<file path="config.mk">
export PLATFORM = sky130hd
export DESIGN_NAME = mem_ctrl_multi
export DESIGN_NICKNAME = d
export VERILOG_FILES = /design/src/rtl/mem_ctrl_multi.sv
export SDC_FILE = /design/constraint.sdc
export NUM_CORES = 1
export LEC_CHECK = 0
export BUFFER_PORTS_ARGS = -buffer_cell sky130_fd_sc_hd__buf_2
export CORE_MARGIN = 8
export CORE_UTILIZATION = 45
export DETAILED_ROUTE_END_ITERATION = 16
export GPL_TIMING_DRIVEN = 0
export HOLD_SLACK_MARGIN = 0.05
export PLACE_DENSITY = 0.75
export SYNTH_ARGS = -nofsm -noshare
export SYNTH_HDL_FRONTEND = slang
export SYNTH_SLANG_ARGS = --single-unit
</file>
<file path="constraint.sdc">
create_clock -name clk -period 2.53 [get_ports clk]
set_clock_uncertainty 0.1 [all_clocks]
set_input_delay 0.506 -clock clk [delete_from_list [all_inputs] [get_ports clk]]
set_output_delay 0.506 -clock clk [all_outputs]
set_load 0.005 [all_outputs]
</file>
<file path="src/rtl/mem_ctrl_multi.sv">
// mem_ctrl_multi: arbitrates NUM_CH requesters onto an 8-bit memory bus,
// serialising byte/half/word accesses little-endian with pipelined read capture.
module mem_ctrl_multi #(
  parameter int NUM_CH  = 2,
  parameter int ADDR_W  = 32,
  parameter int RR_MODE = 0
) (
  input  logic                     clk,
  input  logic                     rst,
  input  logic                     rdy,
  input  logic [NUM_CH-1:0]        req,
  input  logic [NUM_CH-1:0]        we,
  input  logic [2*NUM_CH-1:0]      size,
  input  logic [ADDR_W*NUM_CH-1:0] addr,
  input  logic [32*NUM_CH-1:0]     wdata,
  output logic [NUM_CH-1:0]        ack,
  output logic [31:0]              rdata,
  output logic                     busy,
  output logic [2:0]               grant_id,
  input  logic [7:0]               mem_din,
  output logic [7:0]               mem_dout,
  output logic [ADDR_W-1:0]        mem_a,
  output logic                     mem_wr
);
  typedef enum logic [1:0] {IDLE, RD, WR, DONE} state_t;
  state_t              state;
  logic [2:0]          cnt, ptr, win, n;
  logic [1:0]          lat_size, sel_size;
  logic [31:0]         lat_wdata, sel_wdata;
  logic [ADDR_W-1:0]   sel_addr;
  logic                sel_we, wr_q;
  logic [2*NUM_CH-1:0] rot;
  int                  s;
  assign n = lat_size == 2'd0 ? 3'd1 : lat_size == 2'd1 ? 3'd2 : 3'd4;
  assign mem_wr = wr_q & rdy;
  for (genvar i = 0; i < NUM_CH; i++) begin : g_ack
    assign ack[i] = rdy && state == DONE && grant_id == 3'(i);
  end
  // Rotate requests so the scan starts at the round-robin pointer.
  always_comb begin
    rot = {req, req} >> ((RR_MODE != 0) ? ptr : 3'd0);
    win = '0;
    s = 0;
    for (int k = NUM_CH - 1; k >= 0; k--) begin
      s = k + ((RR_MODE != 0) ? int'(ptr) : 0);
      if (rot[k]) win = 3'(s >= NUM_CH ? s - NUM_CH : s);
    end
    sel_we = 1'b0;
    sel_size = '0;
    sel_addr = '0;
    sel_wdata = '0;
    for (int k = 0; k < NUM_CH; k++)
      if (win == 3'(k)) begin
        sel_we = we[k];
        sel_size = size[2*k +: 2];
        sel_addr = addr[k*ADDR_W +: ADDR_W];
        sel_wdata = wdata[32*k +: 32];
      end
  end
  always_ff @(posedge clk or negedge rst)
    if (!rst) begin
      state <= IDLE;
      cnt <= '0;
      ptr <= '0;
      grant_id <= '0;
      lat_size <= '0;
      lat_wdata <= '0;
      rdata <= '0;
      busy <= 1'b0;
      mem_a <= '0;
      mem_dout <= '0;
      wr_q <= 1'b0;
    end else if (rdy) begin
      case (state)
        IDLE: if (|req) begin
          grant_id <= win;
          lat_size <= sel_size;
          lat_wdata <= sel_wdata;
          mem_a <= sel_addr;
          cnt <= '0;
          busy <= 1'b1;
          wr_q <= sel_we;
          state <= sel_we ? WR : RD;
          if (sel_we) mem_dout <= sel_wdata[7:0];
          else rdata <= '0;
        end
        RD: begin
          if (cnt != 3'd0) rdata[{cnt - 3'd1, 3'b000} +: 8] <= mem_din;
          if (cnt + 3'd1 < n) mem_a <= mem_a + ADDR_W'(1);
          cnt <= cnt + 3'd1;
          if (cnt == n) state <= DONE;
        end
        WR: if (cnt + 3'd1 < n) begin
          mem_a <= mem_a + ADDR_W'(1);
          mem_dout <= lat_wdata[{cnt + 3'd1, 3'b000} +: 8];
          cnt <= cnt + 3'd1;
        end else begin
          wr_q <= 1'b0;
          state <= DONE;
        end
        DONE: begin
          busy <= 1'b0;
          state <= IDLE;
          if (RR_MODE != 0) ptr <= grant_id == 3'(NUM_CH - 1) ? 3'd0 : grant_id + 3'd1;
        end
      endcase
    end
endmodule

</file>
==> results.py, run 1 <==
metrics = {
    "global_route": {
        "grt_pass1_wl_um": 37000,
        "antenna_found_initial": 0,
        "grt_pass1_vias": 7059,
        "track_usage_pct": 23.8,
        "grt_overflow_total": 0,
        "grt_max_degree": 64,
    },
    "final_layout": {
        "drive_above_1_share_pct": 35.7,
        "area_growth_pct": 36.5,
        "fill_cells": 1286,
        "final_core_util_pct": 62.5,
        "seq_area_sq_um": 2860,
        "diodes": 0,
        "nets": 1188,
        "multi_input_area_sq_um": 3890,
    },
    "power": {
        "power.total_mw": 12.0,
        "p_per_area_nw_per_um2": 1270,
        "p_leak_nw": 4.55,
        "ir_drop_uv": 708,
    },
    "hold_path": {
        "hold_path.class": "in2reg",
    },
    "synth": {
        "synth-edff-count": 0,
        "synth_area_leader_cell": "dfrtp_1",
        "yosysTopAreaCellShare_pct": 41.3,
        "syn_area_sq_um": 6910,
        "syn_avg_cell_area_sq_um": 9.07,
        "async_flop_share_pct": 100,
        "ys_seq_area_share_pct": 41.3,
        "netlist_top_cells_count": "nand2_1 (154), dfrtp_1 (114), o21ai_0 (70)",
        "synth_ff_type": "dfrtp_1",
        "synth.ff_latch_count": 114,
        "syn_inst": 762,
        "yosys-top-cells-area": "dfrtp_1 (41%), mux2i_1 (8.5%), nand2_1 (8.4%)",
        "yosysUniqueCellTypes": 72,
        "yosysWarnings": 0,
        "yosysMostFrequentCell": "nand2_1",
    },
    "route": {
        "drt_wl_total_um": 23200,
        "routedWlPerCell_um": 19.0,
        "initialDrtViolationCount": 607,
        "drc": 0,
        "ant_nets": 0,
        "vias": 6915,
        "dr.pass1.iters": 5,
        "via_per_inst": 5.65,
    },
    "worst_setup_path": {
        "r2r_end": "mem_a[16]$_DFFE_PN0P_",
        "reg2reg_from": "cnt[0]$_DFFE_PN0P_",
        "cp_cell_sequence": "ha_4 -> xnor2_4 -> inv_2 -> ha_4 -> a21oi_4 -> o21a_4 -> a21oi_4 -> buf_6 -> or4_1 -> nand3_1",
        "critical_path_class": "reg2reg",
        "cp.arrival_ns": 2.72,
        "crit_path_start": "cnt[0]$_DFFE_PN0P_",
        "worstSetupStartpointType": "flop",
        "cp_max_fo": 5,
        "slowest_stage": "or4_1",
        "critPathCaptureType": "flop",
        "crit_end": "mem_a[16]$_DFFE_PN0P_",
        "worst-r2r-cell-count": 10,
        "critPathMaxStageDelay_ns": 0.48,
        "r2r_setup_slack_ns": 0.06,
        "critPathRequiredTime_ns": 2.79,
    },
    "placement": {
        "gp_congestion": 0.873,
        "place.port_buffers": 222,
        "place_ws_ns": -0.443,
        "place_hpwl_um": 17000,
    },
    "cts": {
        "root_buffer": "clkbuf_16",
        "cts.sinks": 114,
        "tritoncts": "yes",
        "cts_buffer_depth": 2,
        "h-tree-depth": 4,
        "numCtsBuffers": 17,
        "clkTransAtPathRegs_ns": 0.06,
        "clock_latency_ns": 0.42,
    },
    "die": {
        "initial_utilization_pct": 45.8,
        "die_h_um": 140,
        "die_area_sq_um": 19600,
        "io_pins": 226,
        "rows": 45,
        "die_w_um": 140,
        "design.core.area_sq_um": 15100,
    },
    "timing": {
        "rsz0062_at_grt": "true",
        "slew_headroom_pct": 57.3,
        "tns_ns": 0,
        "fin_crit_sh_pct": 97.5,
        "whs_ns": 0.267,
        "fmax_mhz": 405,
        "finalWorstSetupSlack_ns": 0.0634,
        "worstMarginPinSlew_ns": 0.636,
        "final_hold_viol_count": 0,
        "setup_viol": 0,
        "finalMaxSlewViolations": 0,
        "fin_crit_ns": 2.47,
    },
    "status": {
        "run_status": "completed",
    },
    "run": {
        "max-cap-violations": 0,
    },
}
## worst min path at each step
stage	start	slack [ns]	depth (start not counted)	end
6_report	mem_din[4]	0.27	3	rdata[12]$_DFFE_PN0P_
2_1_floorplan	rst	0.11	0	busy$_DFFE_PN0P_
3_5_place_dp	lat_wdata[22]$_DFFE_PN0P_	0.37	2	lat_wdata[22]$_DFFE_PN0P_
3_3_place_gp	lat_wdata[27]$_DFFE_PN0P_	0.36	2	lat_wdata[27]$_DFFE_PN0P_
5_1_grt	mem_din[0]	0.26	3	rdata[24]$_DFFE_PN0P_
4_1_cts	req[0]	0.26	2	grant_id[0]$_DFFE_PN0P_
## sequential cells by signal, indices dropped and copies added (netlist names)
signal     count
mem_dout       8
mem_a         32
lat_size       2
rdata         32
state          2
busy           1
wr_q           1
grant_id       1
lat_wdata     32
cnt            3
## area by class of cell
class	count	share of cell area [%]
plain buffers	50	3.36
clock buffers	19	4.80
clock inverters	10	2.20
inverters	31	1.27
multi-input cells	568	41.2
flip-flops and latches	114	30.3
well taps	188	2.49
repair buffers	244	14.4
## routing by layer
layer  global-route usage, %  wire length [um]  share of wire [%]  vias to the layer above
li1                        -                 -                  -                     3245
met1                    30.1              9840                 42                     3268
met2                    38.4             10900                 47                      359
met3                    6.42              2000                8.6                       43
met4                    8.91               499                2.1                        0
met5                       0                 0                  0                        -
## kinds of logic after synthesis
logic type / Yosys count / synth area share, %
other: 1 / 0.0543
AO/OA/AOI/OAI: 179 / 16.4
XOR/XNOR: 3 / 0.489
flip-flops: 114 / 41.3
adder cells (fa/ha/maj): 15 / 2.72
AND/OR/NAND/NOR: 290 / 20.5
buffers and inverters: 81 / 5.45
multiplexers: 79 / 13.1
## layout by cell type (no fill, tap or decap), drive strengths merged, types with 3 or more instances in the layout
cell type / n
buf: 270
nand2: 154
dfrtp: 114
o21ai: 70
mux2i: 59
a21oi: 47
clkbuf: 42
nand3: 32
inv: 30
nor2: 21
ha: 15
mux2: 12
nand4: 12
o2bb2ai: 10
and3: 10
nor3: 9
mux4: 8
nor2b: 7
nand2b: 7
nand4b: 6
a22oi: 6
bufinv: 6
and4: 6
a221o: 5
or3: 5
clkinvlp: 4
a21o: 4
a31oi: 4
and2: 4
or4: 4
o22ai: 3
a22o: 3
a211o: 3
nor4: 3
a311o: 3
a21boi: 3
o31ai: 3
or2: 3
o211ai: 3
## report_power, final
group | leakage [nW] | internal (mW) | switching (mW)
Combinational | 2.85 | 2.82 | 3.28
Sequential | 1.39 | 2.53 | 0.596
Clock | 0.313 | 1.88 | 0.859
## repair_timing
item,4_1_cts,5_1_grt
setup endpoints to repair,77,62
endpoints found under the hold margin,51,0
gates resized for setup,18,36
cloned,1,1
hold buffers,1,0
buffers inserted,12,6
pin swaps,9,9
## metrics by stage
| stage | cells | instance area [sq um] |
|---|---|---|
| floorplan | 763 | 7000 |
| global placement | 1173 | 8350 |
| detailed placement | 1174 | 8380 |
| CTS | 1217 | 9210 |
| global route | 1224 | 9430 |
| finish | 1224 | 9430 |
## worst max-delay path, delay by kind of cell (launching register included)
family	cells	cell delay (ns)
compound gates	3	0.47
xor+xnor	1	0.15
fa+ha+maj	2	0.44
buf+inv	2	0.21
flops	1	0.45
simple gates	2	0.58
Power figures use the tool's default switching activity.
==> run 2: changes to the inputs <==
--- a/config.mk
+++ b/config.mk
@@ -6,6 +6,7 @@
 export NUM_CORES = 1
 export LEC_CHECK = 0
 export BUFFER_PORTS_ARGS = -buffer_cell sky130_fd_sc_hd__buf_2
+export CORE_ASPECT_RATIO = 2
 export CORE_MARGIN = 8
 export CORE_UTILIZATION = 45
 export DETAILED_ROUTE_END_ITERATION = 16
==> run 2 against run 1 <==
  * The run now ends with setup timing left
  * Count of clock-buffer cells in the layout is 1 lower
  * Via count rose by 0.12%
  * Non-clock buffer count grew 1
  * Cell count rose by 1.1%
  * Largest cell class unchanged
  * Largest power group unchanged
==> results.py, run 2 (synthesis gave the netlist of run 1 again) <==
metrics = {
    "power": {
        "ir_drop_uv": 631,
        "p_sw_share_pct": 41.8,
        "power.total_mw": 11.7,
        "share_seq_of_total_power_pct": 26.7,
        "clock_power_share_pct": 20.7,
        "p_int_mw": 6.83,
        "p_leak_nw": 4.53,
        "p_per_area_nw_per_um2": 1250,
        "power.net_switching_mw": 4.91,
        "p_comb_share_pct": 52.6,
    },
    "route": {
        "dr.pass1.iters": 5,
        "wl_met1_um": 9950,
        "wl_met3_um": 1660,
        "via_per_inst": 5.59,
        "initialDrtViolationCount": 339,
        "vias": 6923,
        "top_layer": "met4",
        "route.met2.wl_um": 11900,
        "drc": 0,
        "ant_nets": 0,
        "routedWlPerCell_um": 19.4,
        "drt_wl_total_um": 24000,
    },
    "worst_setup_path": {
        "cp.arrival_ns": 2.75,
        "critical_path_class": "reg2reg",
        "critPathRequiredTime_ns": 2.74,
        "cp_max_fo": 8,
        "worstSetupStartpointType": "flop",
        "critPathCaptureType": "flop",
    },
    "die": {
        "rows": 64,
        "design.core.area_sq_um": 15100,
        "die_w_um": 104,
        "io_pins": 226,
        "initial_utilization_pct": 45.7,
        "die_h_um": 191,
        "die_area_sq_um": 19800,
    },
    "cts": {
        "clock_latency_ns": 0.41,
        "h-tree-depth": 4,
        "numCtsBuffers": 17,
        "tritoncts": "yes",
        "root_buffer": "clkbuf_16",
        "cts.sinks": 114,
        "cts_buffer_depth": 2,
        "clkTransAtPathRegs_ns": 0.06,
    },
    "status": {
        "run_status": "finished, violations left",
        "violations": "setup timing",
    },
    "run": {
        "max-cap-violations": 0,
    },
    "global_route": {
        "grt_pass1_vias": 7467,
        "antenna_found_initial": 0,
        "grt_pass1_wl_um": 38600,
        "grt_max_degree": 64,
        "grt_overflow_total": 0,
        "track_usage_pct": 24.1,
    },
    "timing": {
        "finalWorstSetupSlack_ns": -0.00856,
        "rsz0062_at_grt": "true",
        "whs_ns": 0.256,
        "final_hold_viol_count": 0,
        "fin_crit_ns": 2.54,
        "slew_headroom_pct": 55.8,
        "worstMarginPinSlew_ns": 0.663,
        "fmax_mhz": 394,
        "fin_crit_sh_pct": 100,
        "tns_ns": -0.00856,
        "finalMaxSlewViolations": 0,
        "setup_viol": 1,
    },
    "final_layout": {
        "drive_above_1_share_pct": 36.3,
        "layout_common_cells": "buf_2 (235), nand2_1 (152), dfrtp_1 (112)",
        "diodes": 0,
        "top_regs": "lat_wdata: 32 flops, mem_a: 32 flops, rdata: 32 flops",
        "area_growth_pct": 35.5,
        "nets": 1189,
        "final_common_cell": "buf_2",
    },
    "placement": {
        "gp_congestion": 0.896,
        "place.port_buffers": 222,
        "place_hpwl_um": 17500,
    },
    "hold_path": {
        "hold_path.class": "in2reg",
    },
}
run 2: cell count changes in the layout (fill, tap and decap cells not counted), sizes merged:
cell    before  now
bufinv       6    2
inv         30   32
clkbuf      42   39
clkinv       1    7
buf        270  273
run 2: stage by stage:
stage                     instances  setup WS (ns)  util [%]  area, sq um
final                          1238       -0.00856      61.9         9360
after global routing           1238         -0.109      61.9         9360
after CTS                      1230        0.00536      60.7         9190
after detailed placement       1184         -0.440      55.5         8390
after global placement         1183         -0.541      55.2         8360
after floorplan                 763        0.00295         -         7000
run 2: cell type report:
class,instances,area (sq um)
flip-flops and latches,114,2860
well taps,198,248
inverters,31,124
clock inverters,14,155
repair buffers,245,1350
multi-input cells,568,3880
fillers,1320,5770
plain buffers,50,313
clock buffers,18,439
run 2: worst paths after layout:
check / start / endpoint / slack (ns) / cells after the start
setup / recovery: cnt[0]$_DFFE_PN0P_ / mem_a[20]$_DFFE_PN0P_ / -0.009 / 11
hold / removal: mem_din[1] / rdata[25]$_DFFE_PN0P_ / 0.26 / 3
setup reg to reg: cnt[0]$_DFFE_PN0P_ / mem_a[20]$_DFFE_PN0P_ / -0.009 / 11
hold reg to reg: lat_wdata[24]$_DFFE_PN0P_ / lat_wdata[24]$_DFFE_PN0P_ / 0.38 / 2
max in group asynchronous: rst / cnt[1]$_DFFE_PN0P_ / 1.13 / 3
min in group asynchronous: rst / rdata[31]$_DFFE_PN0P_ / 0.51 / 2
run 2: power by group through the flow:
stage,Sequential [mW],Clock (mW),Combinational [mW]
after floorplan,3.03,0,3.51
after global placement,3.09,0,5.07
after detailed placement,3.13,0,5.23
after CTS,3.11,2.44,5.78
after global routing,3.22,2.53,6.72
final,3.13,2.43,6.18
run 2: worst max-delay path, stage by stage (launching register included):
cell and delay, ns:
dfrtp_2 0.45, ha_4 0.20, xnor2_4 0.15, inv_2 0.06, ha_4 0.24, a21oi_4 0.20, o21ai_4 0.10, o31ai_2 0.21
buf_4 0.21, buf_6 0.11, nand3_2 0.10, o311ai_2 0.30
run 2: layer usage:
metal	GRT usage (%)	up-vias
li1	-	3252
met1	28.8	3310
met2	40.2	319
met3	6.25	42
met4	9.62	0
met5	0	-
run 2: timing repair:
action                                 in CTS  in global routing
cloned                                      1                  0
hold buffers                                1                  0
buffers inserted                           12                  8
endpoints found under the hold margin      51                  0
pin swaps                                   8                  7
resized for setup                          24                 34
setup endpoints to repair                  77                 62
==> run 3: changes to the inputs <==
--- a/config.mk
+++ b/config.mk
@@ -5,11 +5,14 @@
 export SDC_FILE = /design/constraint.sdc
 export NUM_CORES = 1
 export LEC_CHECK = 0
+export ABC_AREA = 1
 export BUFFER_PORTS_ARGS = -buffer_cell sky130_fd_sc_hd__buf_2
+export CAP_MARGIN = 25
 export CORE_ASPECT_RATIO = 2
 export CORE_MARGIN = 8
 export CORE_UTILIZATION = 45
 export DETAILED_ROUTE_END_ITERATION = 16
+export GPL_ROUTABILITY_DRIVEN = 1
 export GPL_TIMING_DRIVEN = 0
 export HOLD_SLACK_MARGIN = 0.05
 export PLACE_DENSITY = 0.75
==> run 3 against run 2 <==
  * The run now ends clean
  * Flip-flop and latch count stayed put
  * First-iteration DRC count is 2.7% higher
  * Power down 7.1%
  * Critical path type unchanged
  * Register-to-register slack gained 0.07 ns
  * Combinational power is 12% lower
  * Cell area decreased by 3.0%
  * Non-clock buffer count is 29 lower
==> results.py, run 3 <==
metrics = {
    "die": {
        "initial_utilization_pct": 46.0,
        "die_area_sq_um": 20100,
        "design.core.area_sq_um": 15300,
        "die_w_um": 104,
        "rows": 64,
        "io_pins": 226,
        "die_h_um": 193,
    },
    "status": {
        "run_status": "completed",
    },
    "cts": {
        "clkTransAtPathRegs_ns": 0.06,
        "cts.sinks": 114,
        "numCtsBuffers": 17,
        "h-tree-depth": 4,
        "clock_latency_ns": 0.40,
        "root_buffer": "clkbuf_16",
        "cts_buffer_depth": 2,
        "tritoncts": "yes",
    },
    "synth": {
        "syn_inst": 1020,
        "yosysMostFrequentCell": "nand2_1",
        "netlist_top_cells_count": "nand2_1 (328), nor2_1 (185), dfrtp_1 (114)",
        "syn_area_sq_um": 7030,
        "ys_seq_area_share_pct": 40.6,
        "synth-edff-count": 0,
        "synth_ff_type": "dfrtp_1",
        "async_flop_share_pct": 100,
        "yosysTopAreaCellShare_pct": 40.6,
        "synth.ff_latch_count": 114,
        "yosysWarnings": 0,
        "yosysUniqueCellTypes": 43,
        "synth_area_leader_cell": "dfrtp_1",
        "syn_avg_cell_area_sq_um": 6.89,
        "yosys-top-cells-area": "dfrtp_1 (41%), nand2_1 (18%), nor2_1 (9.9%)",
    },
    "run": {
        "max-cap-violations": 0,
    },
    "worst_setup_path": {
        "cpMostUsedCell": "nand2_1",
        "cp_cell_sequence": "ha_2 -> xor2_4 -> ha_1 -> a21oi_1 -> nand2_1 -> nand2_1 -> nand2_1 -> buf_4 -> buf_4 -> nor2_1 -> a21oi_1",
        "path_buf_inv": 2,
        "critical_path_class": "reg2reg",
        "cpLargestDelayFamily": "adder cells",
        "cp_max_fo": 10,
        "critPathRequiredTime_ns": 2.71,
        "worstSetupStartpointType": "flop",
        "critPathCaptureType": "flop",
        "cp.arrival_ns": 2.66,
        "critPathMaxStageDelay_ns": 0.43,
        "slowest_stage": "dfrtp_2",
    },
    "route": {
        "drc": 0,
        "initialDrtViolationCount": 348,
        "drt_wl_total_um": 26200,
        "via_per_inst": 5.24,
        "dr.pass1.iters": 5,
        "routedWlPerCell_um": 17.7,
        "ant_nets": 0,
        "vias": 7756,
    },
    "global_route": {
        "antenna_found_initial": 1,
        "grt_overflow_total": 0,
        "track_usage_pct": 25.7,
        "grt_pass1_vias": 8068,
        "grt_pass1_wl_um": 40800,
        "grt_max_degree": 89,
    },
    "hold_path": {
        "hold_path.class": "in2reg",
    },
    "timing": {
        "final_hold_viol_count": 0,
        "rsz0062_at_grt": "false",
        "tns_ns": 0,
        "whs_ns": 0.245,
        "setup_viol": 0,
        "finalMaxSlewViolations": 0,
        "fin_crit_sh_pct": 97.8,
        "slew_headroom_pct": 51.1,
        "fin_crit_ns": 2.47,
        "worstMarginPinSlew_ns": 0.734,
        "fmax_mhz": 404,
    },
    "final_layout": {
        "top_regs": "lat_wdata: 32 flops, mem_a: 32 flops, rdata: 32 flops",
        "finalInstanceArea_sq_um": 9080,
        "area_growth_pct": 29.2,
        "fin_cells": 1480,
        "drive_above_1_share_pct": 24.8,
        "nets": 1430,
        "final_common_cell": "nand2_1",
        "layout_common_cells": "nand2_1 (328), buf_2 (232), nor2_1 (183)",
    },
    "placement": {
        "place.port_buffers": 223,
        "place_hpwl_um": 20500,
        "dpl-instance-area_sq_um": 8430,
        "gp_congestion": 1.00,
        "placed_cells": 1443,
    },
    "power": {
        "p_per_area_nw_per_um2": 1200,
        "power.total_mw": 10.9,
        "p_leak_nw": 4.81,
        "ir_drop_uv": 581,
    },
}
-- run 3: per-layer routing --
layer  vias to the layer above  part of all wire, %  global-route usage [%]
li1                       3760                    -                       -
met3                        90                  5.5                    5.02
met2                       317                   56                    50.0
met4                         0                  5.9                    16.7
met5                         -                    0                       0
met1                      3589                   33                    23.5
-- run 3: final timing paths --
path                                        from                        to  slack, ns  depth (start not counted)
min reg2reg                rdata[20]$_DFFE_PN0P_     rdata[20]$_DFFE_PN0P_       0.36                          2
min                                    wdata[40]  lat_wdata[8]$_DFFE_PN0P_       0.25                          3
min in group asynchronous                    rst     rdata[31]$_DFFE_PN0P_       0.44                          2
max in group asynchronous                    rst     mem_a[24]$_DFFE_PN0P_       1.12                          3
max reg2reg                   cnt[0]$_DFFE_PN0P_     mem_a[22]$_DFFE_PN0P_       0.06                         11
max                           cnt[0]$_DFFE_PN0P_     mem_a[22]$_DFFE_PN0P_       0.06                         11
-- run 3: cells by family (layout without fill, tap and decap cells) --
| family | after synthesis | count (layout) | synth area share [%] |
|---|---|---|---|
| other cells | 1 | 3 | 0.0533 |
| simple gates | 588 | 588 | 33.9 |
| fa+ha+maj | 15 | 15 | 2.67 |
| compound gates | 170 | 170 | 13.4 |
| flops | 114 | 114 | 40.6 |
| buf+inv | 115 | 375 | 7.14 |
| mux | 7 | 7 | 0.997 |
| xor+xnor | 10 | 10 | 1.25 |
-- run 3: tightest hold or removal path, stage by stage --
cell,delay [ns]
buf_2,0.09
nand2_1,0.05
a21oi_1,0.06
-- run 3: repair_timing --
action | in CTS | in global routing
endpoints found under the hold margin | 26 | 0
setup endpoints to repair | 55 | 37
setup buffers | 2 | 1
pin swaps | 0 | 0
hold buffers | 1 | 0
resized for setup | 6 | 12
gates cloned | 0 | 0
-- run 3: area by class of cell --
type | count | area, sq um
multi-input cells | 792 | 3720
inverters | 77 | 289
flip-flops and latches | 114 | 2850
diodes | 1 | 2.50
repair buffers | 228 | 1180
plain buffers | 38 | 225
fillers | 1531 | 6210
well taps | 198 | 248
clock inverters | 9 | 81.3
clock buffers | 23 | 478
-- run 3: through the flow --
stage	worst slack, ns	util, %
3_5_place_dp	-0.288	55.1
3_3_place_gp	-0.633	54.9
5_1_grt	0.00103	59.4
2_1_floorplan	0.214	-
4_1_cts	0.0553	59.1
6_report	0.0566	59.4
-- run 3: power breakdown --
group          switching (mW)  total [mW]  internal (mW)
logic                    3.50        5.43           1.93
clock network           0.867        2.29           1.42
registers               0.678        3.19           2.51
total                    5.05        10.9           5.86
